$ cat src/rtl/cpu_types_pkg.sv
// Shared types for the two-core memory arbiter: RAM handshake state and arbiter FSM state.
package cpu_types_pkg;

    typedef enum logic [1:0] {
        FREE   = 2'd0,
        BUSY   = 2'd1,
        ACCESS = 2'd2,
        ERROR  = 2'd3
    } ramstate_t;

    typedef enum logic {
        IDLE  = 1'b0,
        SERVE = 1'b1
    } arb_state_t;

endpackage

$ cat src/rtl/mem_arb_select.sv
// Combinational winner pick: data before instruction, pointer core before the other core.
module mem_arb_select
    import cpu_types_pkg::*;
(
    input  logic [1:0] ireq,
    input  logic [1:0] dreq,
    input  logic       ptr,
    output logic       sel_cpu,
    output logic       sel_data,
    output logic       sel_valid
);

    always_comb begin
        sel_cpu   = 1'b0;
        sel_data  = 1'b0;
        sel_valid = 1'b1;
        if (dreq[ptr]) begin
            sel_cpu  = ptr;
            sel_data = 1'b1;
        end else if (dreq[~ptr]) begin
            sel_cpu  = ~ptr;
            sel_data = 1'b1;
        end else if (ireq[ptr]) begin
            sel_cpu  = ptr;
        end else if (ireq[~ptr]) begin
            sel_cpu  = ~ptr;
        end else begin
            sel_valid = 1'b0;
        end
    end

endmodule

$ cat src/rtl/mem_arbiter.sv
// Two-core shared-RAM arbiter: one transaction at a time, round-robin between cores,
// data accesses ahead of instruction fetches.
module mem_arbiter
    import cpu_types_pkg::*;
#(
    parameter int ADDR_W = 32,
    parameter int NCPU   = 2
) (
    input  logic                          CLK,
    input  logic                          RST,
    input  logic [NCPU-1:0]               iREN,
    input  logic [NCPU-1:0]               dREN,
    input  logic [NCPU-1:0]               dWEN,
    input  logic [NCPU-1:0][ADDR_W-1:0]   iaddr,
    input  logic [NCPU-1:0][ADDR_W-1:0]   daddr,
    input  logic [NCPU-1:0][ADDR_W-1:0]   dstore,
    output logic [NCPU-1:0]               iwait,
    output logic [NCPU-1:0]               dwait,
    output logic [ADDR_W-1:0]             iload,
    output logic [ADDR_W-1:0]             dload,
    output logic                          ramREN,
    output logic                          ramWEN,
    output logic [ADDR_W-1:0]             ramaddr,
    output logic [ADDR_W-1:0]             ramstore,
    input  logic [ADDR_W-1:0]             ramload,
    input  logic [1:0]                    ramstate,
    output logic                          gnt_cpu,
    output logic                          gnt_data
);

    // Handshake: a held request is the core's valid; the matching wait going low while
    // the request is high is the single-cycle completion, and the core may then move on.
    arb_state_t      state_q, state_d;
    logic            ptr_q, ptr_d;
    logic            own_cpu_q, own_cpu_d;
    logic            own_data_q, own_data_d;
    logic [NCPU-1:0] dreq;
    logic            own_req;
    logic            done;
    logic            sel_cpu, sel_data, sel_valid;

    assign dreq    = dREN | dWEN;
    assign own_req = own_data_q ? dreq[own_cpu_q] : iREN[own_cpu_q];
    assign iload   = ramload;
    assign dload   = ramload;
    assign gnt_cpu  = own_cpu_q;
    assign gnt_data = own_data_q;

    mem_arb_select u_select (
        .ireq      (iREN[1:0]),
        .dreq      (dreq[1:0]),
        .ptr       (ptr_q),
        .sel_cpu   (sel_cpu),
        .sel_data  (sel_data),
        .sel_valid (sel_valid)
    );

    always_comb begin
        state_d    = state_q;
        ptr_d      = ptr_q;
        own_cpu_d  = own_cpu_q;
        own_data_d = own_data_q;
        ramREN     = 1'b0;
        ramWEN     = 1'b0;
        ramaddr    = '0;
        ramstore   = '0;
        done       = 1'b0;
        case (state_q)
            IDLE: begin
                if (sel_valid) begin
                    state_d    = SERVE;
                    own_cpu_d  = sel_cpu;
                    own_data_d = sel_data;
                end
            end
            SERVE: begin
                if (!own_req) begin
                    state_d = IDLE;
                end else begin
                    if (own_data_q) begin
                        ramaddr = daddr[own_cpu_q];
                        if (dWEN[own_cpu_q]) begin
                            ramWEN   = 1'b1;
                            ramstore = dstore[own_cpu_q];
                        end else begin
                            ramREN = 1'b1;
                        end
                    end else begin
                        ramaddr = iaddr[own_cpu_q];
                        ramREN  = 1'b1;
                    end
                    // ERROR and BUSY/FREE simply hold: the owner keeps retrying.
                    if (ramstate_t'(ramstate) == ACCESS) begin
                        done    = 1'b1;
                        state_d = IDLE;
                        ptr_d   = ~own_cpu_q;
                    end
                end
            end
            default: state_d = IDLE;
        endcase
        if (RST) begin
            ramREN   = 1'b0;
            ramWEN   = 1'b0;
            ramaddr  = '0;
            ramstore = '0;
            done     = 1'b0;
        end
    end

    always_comb begin
        for (int c = 0; c < NCPU; c++) begin
            iwait[c] = iREN[c] & ~(done & ~own_data_q & (int'(own_cpu_q) == c));
            dwait[c] = dreq[c] & ~(done &  own_data_q & (int'(own_cpu_q) == c));
        end
    end

    always_ff @(posedge CLK) begin
        if (RST) begin
            state_q    <= IDLE;
            ptr_q      <= 1'b0;
            own_cpu_q  <= 1'b0;
            own_data_q <= 1'b0;
        end else begin
            state_q    <= state_d;
            ptr_q      <= ptr_d;
            own_cpu_q  <= own_cpu_d;
            own_data_q <= own_data_d;
        end
    end

endmodule

$ cat config.mk
export PLATFORM = sky130hd
export DESIGN_NAME = mem_arbiter
export DESIGN_NICKNAME = d
export VERILOG_FILES = /design/src/rtl/cpu_types_pkg.sv /design/src/rtl/mem_arb_select.sv /design/src/rtl/mem_arbiter.sv
export SDC_FILE = /design/constraint.sdc
export NUM_CORES = 1
export LEC_CHECK = 0
export ABC_AREA = 1
export BUFFER_PORTS_ARGS = -buffer_cell sky130_fd_sc_hd__buf_2
export CAP_MARGIN = 20
export CORE_AREA = 5 5 142 144
export CTS_CLUSTER_DIAMETER = 100
export DETAILED_ROUTE_END_ITERATION = 10
export DIE_AREA = 0 0 147 149
export PLACE_DENSITY_LB_ADDON = 0.25
export SYNTH_ARGS = -nofsm -noshare
export SYNTH_HDL_FRONTEND = slang
export SYNTH_SLANG_ARGS = --single-unit
export TNS_END_PERCENT = 10
$ cat constraint.sdc
create_clock -name CLK -period 2.9 [get_ports CLK]
set_clock_uncertainty 0.15 [all_clocks]
set_input_delay 0.87 -clock CLK [delete_from_list [all_inputs] [get_ports CLK]]
set_output_delay 0.87 -clock CLK [all_outputs]
set_load 0.05 [all_outputs]
== After elaboration in Yosys (flattened, before gate mapping) ==
Cells that the tools add are included.
Cells by class
  mux-type cells: 58
  equal/unequal tests: 1
  order comparisons: 3
  reductions and logical operators: 2
  bitwise operators: 20
Operators with widths (number)
  $mux 32: 15
  $mux 1: 42
  $and 1x1->1: 10
  $not 1->1: 9
  $lt 1x2->1 const B: 3
  $reduce_and 3->1: 1
  $eq 2x2->1 const B: 1
  $or 2x2->2: 1
  $pmux 1 s2: 1
  $reduce_and 2->1: 1
Storage, ports and cells
  input bits: 234
  word-level logic and storage cells: 88
  output and inout bits: 136
  register bits after elaboration: 4

== Logic depth before layout (Yosys ltp) ==
  word-level depth: 11
  mapped depth: 10
  depth with buffers taken out: 9

== By module ==
Synthesis repeated with hierarchy kept, for this count alone.
Second synthesis, totals
  cells, all modules: 489
  area total of the unflattened synthesis: 2511.2 um^2
By module, submodules not included
  mem_arbiter: sequential area each 80.1 um^2, cells each 476, area an instance 2458.6 um^2, times used 1
  mem_arb_select: sequential area each 0.0 um^2, cells each 13, area an instance 52.6 um^2, times used 1

== Least setup slack after synthesis ==
OpenSTA, ideal clock, no wires.
  path kind: flip-flop to output port
  from: reg own_data_q (netlist: gnt_data)
  to: out ramaddr[10]
  path slack: -0.487 ns
  path buffers: 2
  data required time: 1.880 ns
  stages on the path, launching flop included: 11
  arrival time: 2.367 ns
  cells stage by stage: dfxtp_1 buf_4 inv_2 nand2_1 nor2_1 nor2_1 nand2_2 nor2_8 inv_2 buf_2 a21oi_1
Between the ends
  longest elaborated chain between the ends: 4
  elaborated cells on any way between the ends: 5
  those cells by class: mux (5)
Ends and longest elaborated chain
  start, declared: line mem_arbiter.sv:36  | logic own_data_q, own_data_d;
  start signal, assigned: line mem_arbiter.sv:128  | own_data_q <= own_data_d;
  $mux 32 / $mux 1 (equally long branches): line mem_arbiter.sv:80, mem_arbiter.sv:43
  $mux 32 *: line mem_arbiter.sv:77  | if (!own_req) begin
  $mux 32 *: line mem_arbiter.sv:68  | case (state_q)
  $mux 32 *: line mem_arbiter.sv:102  | if (RST) begin
  end, declared: line mem_arbiter.sv:23  | output logic [ADDR_W-1:0] ramaddr,
Mark *: on every way between the ends. The rest lies on a longest branch, timed or not.

== Worst setup path in the final report ==
  from: in iREN[0]
  to: out ramaddr[21]
Between the ends
  longest elaborated chain between the ends: 6
Ends and longest elaborated chain
  start, declared: line mem_arbiter.sv:11  | input logic [NCPU-1:0] iREN,
  $mux 1 (not written as such) (2 in series): line mem_arbiter.sv:43  | assign own_req = own_data_q ? dreq[own_cpu_q] : iREN[own_cpu_q];
  $mux 1: line mem_arbiter.sv:43
  $mux 32: line mem_arbiter.sv:77
  $mux 32: line mem_arbiter.sv:68
  $mux 32: line mem_arbiter.sv:102
No other way between the ends. The select of a mux whose other input is x is not followed.

==> summary.txt <==
Status
  – Outcome: complete, but fails checks
  – Failing checks: negative setup slack

Place
  – Pre-CTS WS: -356.4 ps
  – IO buf count: roughly 270
  – Final estimated routing congestion in global placement: approximately 0.78
  – Detailed-placement wirelength estimate: 10.76 mm

Hold path
  – Hold path startpoint: ptr_q$_SDFFE_PP0P_
  – Worst hold path class: reg -> reg

Clocking
  – # Post-CTS Setup Buffers: 0
  – CTS tree: yes
  – CTS max path bufs: 2
  – H-tree depth: 1
  – CTS Hold Bufs: 0
  – Clk_lat worst skew: roughly 230 ps
  – Clock Pin Slew Worst Setup and Hold Paths: 30 ps
  – Clock root buffer: clkbuf_16
  – CTS sink cnt: 4
  – CTS Buf Count: 3

STA
  – Setup TNS: -17,270 ps
  – Endpoints failing setup: 70
  – Tmin final: 3201 ps
  – Setup WS post-layout: -300.9 ps
  – Fmax: about 310 MHz
  – Slew margin rel.: 0.5944
  – WHS: between 300 and 400 ps
  – Hold Vio Cnt, Final: 0
  – Least-Margin Pin Slew: between 600 and 700 ps
  – Fin crit share: 1.104
  – Max-slew violations: 0
  – RSZ-0062 raised after global routing: yes

Yosys
  – Asr flop ratio synth: 0
  – Post-synth top area cell: nor2_1
  – Synth top area share: 0.2079
  – Ranking of synthesized cells by area: nor2_1 (21%), buf_4 (20%), o21ai_0 (14%)
  – Cell variety after synth: 22
  – Mapped Area: 0.002491 sq mm
  – Synth Register Bits: 4
  – Ys Warns: 0
  – Register area share after synthesis: 0.03214
  – Syn Area/Cell: ~5.2 sq um
  – Mapped Nets: a little over 700
  – Top FF cell, synth: dfxtp_1
  – Syn Inst Count: 481
  – Post-synth EDFFs: 0

Global route
  – Vias in the first global route: approximately 3,800
  – Largest net degree at the start of global routing: 55
  – Initial antenna violation count: 0
  – Total Routing Usage GR: 0.1149
  – Global-route wire length before repair: 20.26 mm
  – Total gr overflow: 0

Pwr
  – Int Power: around 640 uW
  – Leak Pwr: approximately 2.3 nW
  – Logic gate share of total power: 0.780
  – Pwr Total: 1.367 mW
  – Worst VDD drop: about 0.13 mV
  – Sequential share of power: 0.056
  – Sw Share: 0.5315
  – Clk network pwr share: 0.164
  – Pwr dens: roughly 270 mW/mm^2
  – Sw power: around 730 uW

Setup path
  – WS Path Type: in -> out
  – Worst R2R Setup Slack: 1120 ps
  – Type of element launching the critical path: input port
  – Worst reg2reg endpoint: state_q$_SDFF_PP0_
  – Worst Path Required: between 1500 and 2000 ps
  – CP Launch Point: iREN[0]
  – CP Data Arrival Time: between 2000 and 2500 ps
  – FF-to-FF Start: gnt_cpu$_SDFFE_PP0P_
  – Crit path to: ramaddr[21]
  – CP endpoint kind: output port
  – Crit path max fanout: 6
  – R2R cell count: 9

Cells and area
  – Ant diodes: 0
  – Fillers: 2,069
  – Final layout net count: about 900
  – Layout Utilization: 0.2721
  – Most common cell after layout, fill and taps aside: buf_2
  – P&R area growth vs syn: 102.9%
  – Layout cells sized above 1: 0.5654
  – Most frequent cells in the layout: buf_2 (201), nor2_1 (133), nand2_1 (77)

Detailed routing
  – DRT iter0 DRCs: around 190
  – Antenna Nets Post-Route: 0
  – Initial DRT Pass Iterations: 4
  – Per-cell routed wire length: ~15 um
  – Routed vias: about 3,700
  – # DRC: 0
  – Total wire length: approximately 14 mm
  – Average via count per standard cell: a little over 4

Die
  – Std cell rows: 50
  – Die Y-Extent: 149 um
  – Initial Util: 0.1341
  – Core Region: between 0.015 and 0.02 sq mm
  – Die width: 147 um
  – Area of the die: 0.02190 sq mm
  – # IOs: 370

Run
  – Max Cap Viol: 0
==> Yosys cell counts, types with 3 or more instances <==
cell      number
nand2_1       79
buf_6          5
buf_2          9
a21oi_1       37
buf_4         66
buf_1          3
inv_2          5
a21oi_2       29
dfxtp_1        4
nand4_1        4
clkbuf_1      16
nor2_1       138
inv_1         10
o21ai_0       68
==> cell families (layout without fill, tap and decap cells) <==
family	count (synthesis)	in the layout	synth area share
AOI/OAI and AO/OA	137	137	0.3204
and+or+nand+nor	226	226	0.3566
buffers and inverters	114	321	0.2908
DFF	4	4	0.03215
==> power groups by stage <==
stage / Combinational (mW) / Clock (mW) / Sequential, mW
floorplan: 0.885 / 0 / 0.0786
global placement: 0.975 / 0 / 0.0760
detailed placement: 0.971 / 0 / 0.0758
CTS: 1.06 / 0.227 / 0.0756
global route: 1.16 / 0.233 / 0.0779
finish: 1.07 / 0.224 / 0.0769
==> worst max-delay path, cell delays in order <==
cell and delay, ps:
buf_8 80, inv_4 30, nor2_4 90, nor2_2 40, nor2_2 110, nand2_2 110, nor2_8 220, clkinv_8 130
clkbuf_16 210, a21oi_4 120, buf_6 170
==> timing repair <==
item / 4_1_cts / 5_1_grt
resized for setup: 151 / 18
cloned: 2 / 1
endpoints found under the hold margin: 0 / 0
pin swaps: 2 / 6
setup endpoints to repair: 70 / 70
==> routing by layer <==
metal | vias to the layer above | track usage | share of wire
li1 | 1899 | - | -
met1 | 1619 | 0.1318 | 0.40
met2 | 164 | 0.2049 | 0.50
met3 | 34 | 0.03616 | 0.080
met4 | 0 | 0.03402 | 0.025
met5 | - | 0 | 0
==> flip-flops by register name, summed over array words and instances (netlist names) <==
name / cells
gnt_cpu: 1
gnt_data: 1
ptr_q: 1
state_q: 1
==> final cells by class <==
class                   count  area, sq um  share of cell area
flip-flops and latches      4        85.08             0.01683
clock buffers               4        78.83             0.01559
well taps                 234        292.8             0.05792
inverters                  15        71.32             0.01411
repair buffers            302         2217              0.4386
multi-input cells         363         2310              0.4569
==> through the flow <==
| stage | std cells | cell area, sq um |
|---|---|---|
| final | 922 | 5055 |
| after global routing | 922 | 5055 |
| after CTS | 921 | 4961 |
| after detailed placement | 915 | 4348 |
| after global placement | 915 | 4348 |
| after floorplan | 481 | 3077 |
==> how the worst min path moves through the flow <==
stage | endpoint | depth (start not counted)
after global routing | ptr_q$_SDFFE_PP0P_ | 2
after detailed placement | ptr_q$_SDFFE_PP0P_ | 2
after CTS | ptr_q$_SDFFE_PP0P_ | 2
final | ptr_q$_SDFFE_PP0P_ | 2
after floorplan | ptr_q$_SDFFE_PP0P_ | 2
after global placement | ptr_q$_SDFFE_PP0P_ | 2
Power figures use the tool's default switching activity.
